**src/rtl/ctrl_stat_pkg.sv**
```systemverilog
// Shared encodings and parameter limits for the control/status register bank.
// Also provides the elaboration-time range helper used by the top level.
package ctrl_stat_pkg;

    localparam int RD_SEL_W   = 5;
    localparam int RD_DOUT_W  = 16;
    localparam int N_EVT_MAX  = 16;
    localparam int CNT_W_MAX  = 16;
    localparam int CTRL_W_MAX = 32;

    localparam logic [RD_SEL_W-1:0] RD_SEL_STICKY = '0;

    function automatic bit in_range(input int v, input int lo, input int hi);
        return (v >= lo) && (v <= hi);
    endfunction

endpackage

```
**src/rtl/evt_chan.sv**
```systemverilog
// One event channel: a sticky flag and a saturating, read-to-clear counter.
// sticky_nxt_o exposes the next-state flag so the parent can register srq without a lag.
module evt_chan
    import ctrl_stat_pkg::*;
#(
    parameter int CNT_W = 16
) (
    input  logic             cpu_clk,
    input  logic             rst,
    input  logic             evt_i,
    input  logic             clr_i,
    input  logic             rd_clr_i,
    output logic             sticky_o,
    output logic             sticky_nxt_o,
    output logic [CNT_W-1:0] cnt_o
);

    localparam logic [CNT_W-1:0] CNT_MAX = '1;

    logic             sticky_q, sticky_d;
    logic [CNT_W-1:0] cnt_q, cnt_d;

    always_comb begin
        // A coincident event beats the clear.
        sticky_d = evt_i | (sticky_q & ~clr_i);

        cnt_d = cnt_q;
        if (rd_clr_i) begin
            // The value being read excludes this cycle's event; keep it for the next read.
            cnt_d = evt_i ? CNT_W'(1) : '0;
        end else if (evt_i && (cnt_q != CNT_MAX)) begin
            cnt_d = cnt_q + CNT_W'(1);
        end
    end

    always_ff @(posedge cpu_clk) begin
        if (rst) begin
            sticky_q <= 1'b0;
            cnt_q    <= '0;
        end else begin
            sticky_q <= sticky_d;
            cnt_q    <= cnt_d;
        end
    end

    assign sticky_o     = sticky_q;
    assign sticky_nxt_o = sticky_d;
    assign cnt_o        = cnt_q;

endmodule

```
**src/rtl/ctrl_stat_bank.sv**
```systemverilog
// Control register, interrupt mask, per-event sticky/counter channels and a registered read port.
// Reads sample pre-update state; srq is registered from next-state sticky and mask.
module ctrl_stat_bank
    import ctrl_stat_pkg::*;
#(
    parameter int N_EVT  = 4,
    parameter int CNT_W  = 16,
    parameter int CTRL_W = 16
) (
    input  logic                 cpu_clk,
    input  logic                 rst,
    input  logic                 wr_ctrl,
    input  logic                 wr_mask,
    input  logic                 clr_sticky,
    input  logic [31:0]          tos,
    input  logic [N_EVT-1:0]     evt_in,
    input  logic                 rd_stat,
    input  logic [RD_SEL_W-1:0]  rd_sel,
    output logic [CTRL_W-1:0]    ctrl,
    output logic [RD_DOUT_W-1:0] rd_dout,
    output logic                 srq
);

    if (!in_range(N_EVT, 1, N_EVT_MAX)) begin : g_bad_n_evt
        $error("ctrl_stat_bank: N_EVT out of range 1..16");
    end
    if (!in_range(CNT_W, 1, CNT_W_MAX)) begin : g_bad_cnt_w
        $error("ctrl_stat_bank: CNT_W out of range 1..16");
    end
    if (!in_range(CTRL_W, 1, CTRL_W_MAX)) begin : g_bad_ctrl_w
        $error("ctrl_stat_bank: CTRL_W out of range 1..32");
    end

    logic [CTRL_W-1:0]    ctrl_q, ctrl_d;
    logic [N_EVT-1:0]     irq_mask_q, irq_mask_d;
    logic [RD_DOUT_W-1:0] rd_dout_q, rd_dout_d;
    logic                 srq_q, srq_d;

    logic [N_EVT-1:0]     sticky, sticky_nxt, rd_clr;
    logic [CNT_W-1:0]     cnt [N_EVT];

    logic                 unused_tos;
    assign unused_tos = ^tos;

    for (genvar i = 0; i < N_EVT; i++) begin : g_chan
        assign rd_clr[i] = rd_stat && (rd_sel == RD_SEL_W'(i + 1));

        evt_chan #(
            .CNT_W (CNT_W)
        ) u_chan (
            .cpu_clk      (cpu_clk),
            .rst          (rst),
            .evt_i        (evt_in[i]),
            .clr_i        (clr_sticky & tos[i]),
            .rd_clr_i     (rd_clr[i]),
            .sticky_o     (sticky[i]),
            .sticky_nxt_o (sticky_nxt[i]),
            .cnt_o        (cnt[i])
        );
    end

    always_comb begin
        ctrl_d     = wr_ctrl ? tos[CTRL_W-1:0] : ctrl_q;
        irq_mask_d = wr_mask ? tos[N_EVT-1:0]  : irq_mask_q;
        srq_d      = |(sticky_nxt & irq_mask_d);

        rd_dout_d = rd_dout_q;
        if (rd_stat) begin
            rd_dout_d = '0;
            if (rd_sel == RD_SEL_STICKY) begin
                rd_dout_d = RD_DOUT_W'(sticky);
            end
            for (int i = 0; i < N_EVT; i++) begin
                if (rd_sel == RD_SEL_W'(i + 1)) begin
                    rd_dout_d = RD_DOUT_W'(cnt[i]);
                end
            end
        end
    end

    always_ff @(posedge cpu_clk) begin
        if (rst) begin
            ctrl_q     <= '0;
            irq_mask_q <= '0;
            rd_dout_q  <= '0;
            srq_q      <= 1'b0;
        end else begin
            ctrl_q     <= ctrl_d;
            irq_mask_q <= irq_mask_d;
            rd_dout_q  <= rd_dout_d;
            srq_q      <= srq_d;
        end
    end

    assign ctrl    = ctrl_q;
    assign rd_dout = rd_dout_q;
    assign srq     = srq_q;

endmodule

```
**config.mk**
```make
export PLATFORM = sky130hd
export DESIGN_NAME = ctrl_stat_bank
export DESIGN_NICKNAME = d
export VERILOG_FILES = /design/src/rtl/ctrl_stat_pkg.sv /design/src/rtl/evt_chan.sv /design/src/rtl/ctrl_stat_bank.sv
export SDC_FILE = /design/constraint.sdc
export NUM_CORES = 1
export LEC_CHECK = 0
export ABC_AREA = 0
export BUFFER_PORTS_ARGS = -buffer_cell sky130_fd_sc_hd__buf_2
export CAP_MARGIN = 20
export CORE_MARGIN = 2
export CORE_UTILIZATION = 30
export DETAILED_ROUTE_END_ITERATION = 10
export PLACE_DENSITY = 0.46
export SETUP_SLACK_MARGIN = 0.15
export SLEW_MARGIN = 20
export SYNTH_ARGS = -nofsm -noshare
export SYNTH_HDL_FRONTEND = slang
export SYNTH_SLANG_ARGS = --single-unit
export TNS_END_PERCENT = 30
```
**constraint.sdc**
```tcl
create_clock -name cpu_clk -period 2.15 [get_ports cpu_clk]
set_input_delay 0.43 -clock cpu_clk [delete_from_list [all_inputs] [get_ports cpu_clk]]
set_output_delay 0.43 -clock cpu_clk [all_outputs]
set_load 0.05 [all_outputs]
```
== After elaboration in Yosys (flattened, before gate mapping) ==
Index checks and enable logic that the tools add are counted.

* Bits in registers: 105
* Input bits: 47
* Word-level logic and storage cells: 73

* Add/sub/neg operators: 4
* Equality and inequality tests: 8
* Muxes and demuxes: 18
* Bitwise gates (word level): 17
* Reduce and logical (&&, ||, !) cells: 14

{| class="wikitable"
|+ Operator list
! operator !! number
|-
| 2-to-1 mux 16 bit || 12
|-
| adder 16 x 1 -> 16 bit (second input constant) || 4
|-
| != test 16 bit (second input constant) || 4
|-
| equality test 5 x 2 -> 1 bit (second input constant) || 2
|-
| bitwise AND 1 bit || 8
|-
| logical AND 1 bit || 8
|-
| 2-to-1 mux 4 bit || 2
|-
| nonzero test 2 bit || 4
|-
| equality test 5 x 1 -> 1 bit (second input constant) || 1
|-
| equality test 5 x 3 -> 1 bit (second input constant) || 1
|-
| zero test 5 bit || 1
|-
| bitwise AND 4 bit || 1
|-
| 2-to-1 mux 1 bit || 4
|-
| inverter 1 bit || 4
|-
| OR 1 bit || 4
|-
| OR reduction 4 bit || 1
|}

== Longest topological paths before layout ==
Gate-level depths: netlist of the first run.

* Depth in word-level cells: 6
* Mapped depth: 7

== Hierarchy ==
A second synthesis of the first run with hierarchy kept.

* Cell total of the unflattened synthesis: 590
* Area total of the unflattened synthesis: 5,350.1 um^2

{| class="wikitable"
|+ By module, submodules not included
! module !! times used !! cells an instance !! area an instance (um^2)
|-
| evt_chan || 4 || 100 || 873.3
|-
| ctrl_stat_bank || 1 || 190 || 1,856.8
|}

== Worst setup path before layout of the first run ==
Ideal clock, no wire load.

* Path type: input-to-reg
* From: in evt_in[1]
* To: reg g_chan[1].u_chan.cnt_q[15]
* Setup time: 70 ps
* Arrival time: 1,712 ps
* Data required time: 2,080 ps
* Path slack: 368 ps
* Stages: 6
* Buffers on the path: 2
* Cell sequence: clkbuf_2 -> nand3_1 -> or3_4 -> buf_6 -> or4_1 -> a21oi_1

* Cells in the longest elaborated chain, start to end: 2

{| class="wikitable"
|+ Ends and longest elaborated chain
! item !! RTL line !! source
|-
| from (decl) || ctrl_stat_bank.sv:16 || <nowiki>input logic [N_EVT-1:0] evt_in,</nowiki>
|-
| logical AND 1 bit || evt_chan.sv:31 || <nowiki>end else if (evt_i && (cnt_q != CNT_MAX)) begin</nowiki>
|-
| nonzero test 2 bit (no source line) || -- ||
|-
| to (signal assigned) || evt_chan.sv:42 || <nowiki>cnt_q <= cnt_d;</nowiki>
|-
| to (decl) || evt_chan.sv:21 || <nowiki>logic [CNT_W-1:0] cnt_q, cnt_d;</nowiki>
|}

Every way passes these cells.
A chain may end at the register's enable or synchronous reset.

== Worst setup path after layout of the first run ==
* From: reg g_chan[1].u_chan.cnt_q[1]
* To: reg g_chan[1].u_chan.cnt_q[8]

* Cells in the longest elaborated chain, start to end: 3
* Elaborated cells between the ends (all ways): 6
* Classes of those cells: add/sub (1); eq/ne (1); mux (2); reduce/logical (2)

{| class="wikitable"
|+ Ends and longest elaborated chain
! item !! RTL line
|-
| adder 16 x 1 -> 16 bit or != test 16 bit (tied branches) || evt_chan.sv:32, evt_chan.sv:31
|-
| 2-to-1 mux 16 bit or logical AND 1 bit (tied branches) || evt_chan.sv:31
|-
| 2-to-1 mux 16 bit or nonzero test 2 bit (tied branches) || --
|}

Parallel ways exist; a longest one is shown, timed or not. The select of a mux whose other input is x is not followed.

==> run_results.csv, run 1 <==
group,metric,value,unit
flow_run,maxCapViolations,0,
sta,holdWs,299.6,ps
floorplan,dieArea,19290,um^2
critical_path,worst_ep_arrival_time,2190,ps
global_routing,use_met1,22.89,%
floorplan,die_y,138.9,um
drt,drt_iter0_markers,311,
clocking,numClockSinks,105,
synthesis,yosysTopAreaCell,"dfxtp_1",
synthesis,netlist_area,5458,um^2
synthesis,ys_warn_count,0,
synthesis,synth_area_per_cell,8.554,um^2
synthesis,synth_seq_cells,105,
synthesis,synthTopCellsByArea,"dfxtp_1, mux2i_1, a21oi_1",
sta,drv_slew,0,
drt,first_pass_iters,5,
clocking,cts_tree,"built",
hold_path,hp-class,"input pin to flip-flop",
drt,wl,16690,um
power_and_ir_drop,power_frac_seq,49.4,%
power_and_ir_drop,p_switching,1.155,mW
placed_design,gp_congestion,0.8367,
global_routing,grt_antenna_before_repair,0,
sta,period_minus_slack,1898,ps
critical_path,crit_type,"flip-flop to flip-flop",
power_and_ir_drop,p_leak,2.278,nW
sta,setup_viol,0,
sta,worst_slew_pin_slew,702.7,ps
synthesis,netlist_instances,638,
cells_and_area,final_common_cell,"dfxtp_1",
power_and_ir_drop,switching_share,28.14,%
critical_path,cp_max_fo,10,
critical_path,reg2reg_slack,250,ps
sta,finalCritPeriodShare,88.28,%
drt,wl_per_cell,17.91,um
critical_path,required,2440,ps
drt,drt-vias-per-instance,5.685,
cells_and_area,finalNetCount,749,
synthesis,yosys.area.top_type_share,38.51,%
sta,clock.fmax,0.5269,GHz
sta,rsz0062_at_grt,"yes",
cells_and_area,drive_gt1_share,17.78,%
placed_design,port_buffers,63,
synthesis,seq_area_frac_synth,38.51,%
global_routing,busiest_layer,"met2",
clocking,clkTransAtPathRegs,80,ps
floorplan,rows,49,
power_and_ir_drop,ir_drop,0.4288,mV
sta,fin_ws,252.0,ps
clocking,clock_path_buffers,2,
sta,finalSetupTns,0,ps
power_and_ir_drop,clockPowerShare,39.7,%
clocking,cts_root_buffer,"clkbuf_16",
synthesis,synth_flop_cell,"dfxtp_1",
synthesis,async_reset_ff_share,0,%
clocking,cts_buffers,9,
clocking,htreeDepth,3,
cells_and_area,area_growth,16.99,%
synthesis,ys_types,63,
drt,via_count,5298,
placed_design,detailedPlace.worstSlack,156.2,ps
global_routing,grt_start_max_net_pins,32,
critical_path,worstSetupEndpointType,"flip-flop",
drt,drc,0,
floorplan,chipWidth,138.9,um
floorplan,ioPinCount,80,
placed_design,dp_hpwl,12840,um
global_routing,met2_usage,27.64,%
clocking,insertion_delay,360,ps
global_routing,grt_pass1_vias,4976,
sta,finalClockSkew,7.583,ps
power_and_ir_drop,p_int,2.949,mW
synthesis,synth.net_count,689,
critical_path,startpoint_type,"flip-flop",
sta,max_slew_margin,52.56,%
global_routing,grt_pass1_wl,26500,um
cells_and_area,antenna_cells,0,
floorplan,initial_core_util,30.49,%
drt,antenna_left,0,
run_status,run_status,"completed",
global_routing,grtUsageMet3,3.419,%
power_and_ir_drop,p_comb_share,10.9,%
cells_and_area,final_cell_mix,"dfxtp_1, buf_2, nand2_1",
global_routing,track_usage,17.12,%
sta,hold_viol_final,0,
clocking,post-cts-setup-buffers,0,
power_and_ir_drop,power.density,642.7,nW/um^2
floorplan,core-area,17900,um^2
global_routing,overflow,0,
synthesis,synth_edf_count,0,
area by class of cell:
type	count	area (um^2)
Sequential cell	105	2102
Clock buffer	9	225.2
Clock inverter	7	61.31
Fill cell	1884	11520
Multi-Input combinational cell	472	3105
Inverter	17	63.81
Timing Repair Buffer	93	540.5
Tap cell	229	286.5
sequential cells by signal, indices dropped and copies added, names as in the netlist:
| register | cells |
|---|---|
| g_chan.u_chan.cnt_o | 64 |
| srq | 1 |
| ctrl | 16 |
| g_chan.u_chan.sticky_o | 4 |
| irq_mask_q | 4 |
| rd_dout | 16 |
layer usage:
metal  part of all wire [%]  vias up
met3                    6.1       21
met2                     46      169
met1                     46     2533
li1                       -     2575
met5                      0        -
met4                    2.1        0
per-stage QoR:
stage	util (%)	cells	area [um^2]	total power, mW
after detailed placement	34.04	916	6093	2.521
after floorplan	-	638	5458	2.364
after CTS	35.64	932	6380	4.164
final	35.67	932	6385	4.103
after global placement	34.04	916	6093	2.513
after global routing	35.67	932	6385	4.277
Yosys cell counts, drive strengths merged (4+ instances only):
cell / n
a211oi: 13
a21oi: 48
a221oi: 9
a222oi: 4
a31oi: 12
and2: 7
and3: 7
and4: 12
buf: 17
clkbuf: 27
dfxtp: 105
ha: 4
inv: 16
mux2i: 39
nand2: 51
nand2b: 20
nand3: 26
nand3b: 10
nand4: 19
nor2: 47
nor2b: 4
nor3: 7
nor4: 7
o211ai: 5
o21a: 4
o21ai: 16
o2bb2ai: 4
o311ai: 10
o31ai: 13
o32ai: 9
o41ai: 9
or3: 12
or4: 21
cell families (layout without fill, tap and decap cells):
group           after synthesis  count (layout)  share of synthesized area [%]
flops                       105             105                          38.51
compound gates              176             176                          22.47
fa+ha+maj                     4               4                         0.9170
simple gates                253             253                          26.27
buf+inv                      61             126                          4.677
mux                          39              39                          7.153
power groups by stage:
| stage | Clock (mW) | Combinational [mW] | Sequential, mW |
|---|---|---|---|
| floorplan | 0 | 0.201 | 2.16 |
| global placement | 0 | 0.440 | 2.07 |
| detailed placement | 0 | 0.447 | 2.07 |
| CTS | 1.69 | 0.448 | 2.03 |
| global route | 1.76 | 0.482 | 2.03 |
| finish | 1.63 | 0.446 | 2.03 |
path summary, 6_finish.rpt:
| check | startpoint | end | cells past startpoint |
|---|---|---|---|
| worst max register to register | g_chan[1].u_chan.cnt_o[1]$_SDFFE_PP0P_ | g_chan[1].u_chan.cnt_o[8]$_SDFFE_PP0P_ | 5 |
| worst min register to register | ctrl[11]$_SDFFE_PP0P_ | ctrl[11]$_SDFFE_PP0P_ | 2 |
| worst min-delay path | tos[4] | ctrl[4]$_SDFFE_PP0P_ | 3 |
| worst max-delay path | g_chan[1].u_chan.cnt_o[1]$_SDFFE_PP0P_ | g_chan[1].u_chan.cnt_o[8]$_SDFFE_PP0P_ | 5 |
critical path, stage by stage, from the launching register on:
cell and delay [ps]:
dfxtp_1 420, ha_1 290, nand2_1 70, or3_4 390, or4_1 490, a21oi_1 150
timing repair:
| action | 4_1_cts | 5_1_grt |
|---|---|---|
| resized for setup | 0 | 1 |
| hold buffers | 0 | 0 |
| setup endpoints to repair | 0 | 6 |
Note: power is estimated with default switching activity, not from simulation.
==> run 2: changes to the inputs <==
CORE_UTILIZATION = 57   (was 30)
PLACE_DENSITY = 0.79   (was 0.46)
==> run 2 against run 1 <==
Register-to-register slack got worse by 40 ps. Highest routed layer unchanged. Via count increased by 1.1%. Largest cell class unchanged. Fmax is 2.1% lower. Setup slack worse by 40 ps. Critical path depth stayed put.
==> run_results.csv, run 2 (same netlist as run 1, synthesis figures left out) <==
group,metric,value,unit
global_routing,overflow,0,
clocking,clkTransAtPathRegs,120,ps
critical_path,worstSetupEndpointType,"flip-flop",
clocking,htreeDepth,3,
global_routing,grt_antenna_before_repair,0,
critical_path,crit_start,"g_chan[2].u_chan.cnt_o[1]$_SDFFE_PP0P_",
sta,finalCritPeriodShare,90.16,%
sta,hold_viol_final,0,
global_routing,track_usage,28.85,%
cells_and_area,area_growth,11.28,%
sta,holdWs,275.1,ps
clocking,numClockSinks,105,
floorplan,rows,35,
critical_path,r2r_cells,5,
drt,via_count,5358,
clocking,insertion_delay,380,ps
clocking,cts_root_buffer,"clkbuf_8",
hold_path,holdCritStartpoint,"tos[5]",
cells_and_area,drive_gt1_share,16.55,%
floorplan,core-area,9284,um^2
sta,drv_slew,0,
sta,rsz0062_at_grt,"yes",
critical_path,cp_max_fo,10,
drt,first_pass_iters,7,
placed_design,gp_congestion,0.9920,
clocking,cts_buffers,9,
cells_and_area,finalNetCount,735,
floorplan,chipWidth,101.9,um
drt,wl_per_cell,18.32,um
clocking,cts_hold_buf,0,
run_status,run_status,"completed",
cells_and_area,final_cell_mix,"dfxtp_1, buf_2, nand2_1",
sta,worst_slew_pin_slew,698.8,ps
placed_design,port_buffers,63,
sta,period_minus_slack,1938,ps
hold_path,hp-class,"input pin to flip-flop",
floorplan,die_y,101.9,um
floorplan,initial_core_util,58.79,%
clocking,clock_path_buffers,2,
critical_path,startpoint_type,"flip-flop",
critical_path,crit_type,"flip-flop to flip-flop",
placed_design,dp_hpwl,10980,um
drt,drc,0,
global_routing,grt_start_max_net_pins,34,
floorplan,dieArea,10370,um^2
hold_path,whs_path_depth,3,
critical_path,worst_ep_arrival_time,2260,ps
power_and_ir_drop,ir_drop,0.3782,mV
global_routing,grt_pass1_vias,4868,
global_routing,grt_pass1_wl,23870,um
drt,antenna_left,0,
cells_and_area,fillers,794,
power_and_ir_drop,p_leak,2.166,nW
drt,drt-vias-per-instance,6.550,
drt,drt_iter0_markers,501,
clocking,post-cts-setup-buffers,0,
critical_path,rr_startpoint,"g_chan[2].u_chan.cnt_o[1]$_SDFFE_PP0P_",
power_and_ir_drop,power,3.694,mW
cells_and_area,antenna_cells,0,
drt,wl,14990,um
flow_run,maxCapViolations,0,
critical_path,required,2470,ps
sta,max_slew_margin,53.26,%
floorplan,ioPinCount,80,
power_and_ir_drop,power.density,608.2,nW/um^2
clocking,cts_tree,"built",
cells_and_area,final_common_cell,"dfxtp_1",
cells_and_area,largest_register_ffs,64,
sta,setup_viol,0,
sta,clock.fmax,0.5159,GHz
sta,finalClockSkew,11.71,ps
## run 2: cell count changes in the layout (fill, tap and decap cells not counted), sizes merged
cell / previous run / this run
buf: 93 / 79
clkinvlp: 2 / 1
clkinv: 2 / 1
inv: 20 / 22
## run 2: metrics by stage
step	setup WS [ps]	cell area (um^2)	cells	util, %	TNS, ps
after floorplan	367.7	5458	638	-	0
after global placement	43.02	5863	802	63.15	0
after detailed placement	-38.91	5863	802	63.15	-38.91
after CTS	217.8	6060	818	65.27	0
after global routing	116.4	6073	818	65.42	0
final	211.6	6073	818	65.42	0
## run 2: worst max-delay path, stage by stage (launching register included)
cell	delay, ps
dfxtp_1	460
ha_1	270
and4_1	290
nand3_2	200
or4_1	510
a21oi_1	150
## run 2: report_power, final
group          total [mW]  internal [mW]  switching, mW
clock                1.23          0.459          0.776
combinational       0.428          0.134          0.294
sequential           2.03           1.99         0.0361
## run 2: routing by layer
layer  vias up  wire [um]  global-route usage, %
met3        51       1446                  6.498
met4         0        525                  11.90
met1      2477       6103                  37.24
li1       2541          -                      -
met5         -          0                      0
met2       289       6913                  46.86
## run 2: final cells by class
type	count	area, um^2	area share (%)
flip-flops and latches	105	2102	34.61
multi-input cells	472	3119	51.36
clock buffers	9	123.9	2.040
repair buffers	79	435.4	7.169
clock inverters	7	67.56	1.112
inverters	17	63.81	1.051
well taps	129	161.4	2.658
## run 2: timing repair
item / in CTS / in global routing
gates resized for setup: 1 / 2
pin swaps: 0 / 0
setup endpoints to repair: 1 / 5
## run 2: path summary, 6_finish.rpt
check	to	slack [ps]
worst max-delay path	g_chan[2].u_chan.cnt_o[12]$_SDFFE_PP0P_	210
worst min-delay path	ctrl[5]$_SDFFE_PP0P_	280
worst max register to register	g_chan[2].u_chan.cnt_o[12]$_SDFFE_PP0P_	210
worst min register to register	ctrl[2]$_SDFFE_PP0P_	500
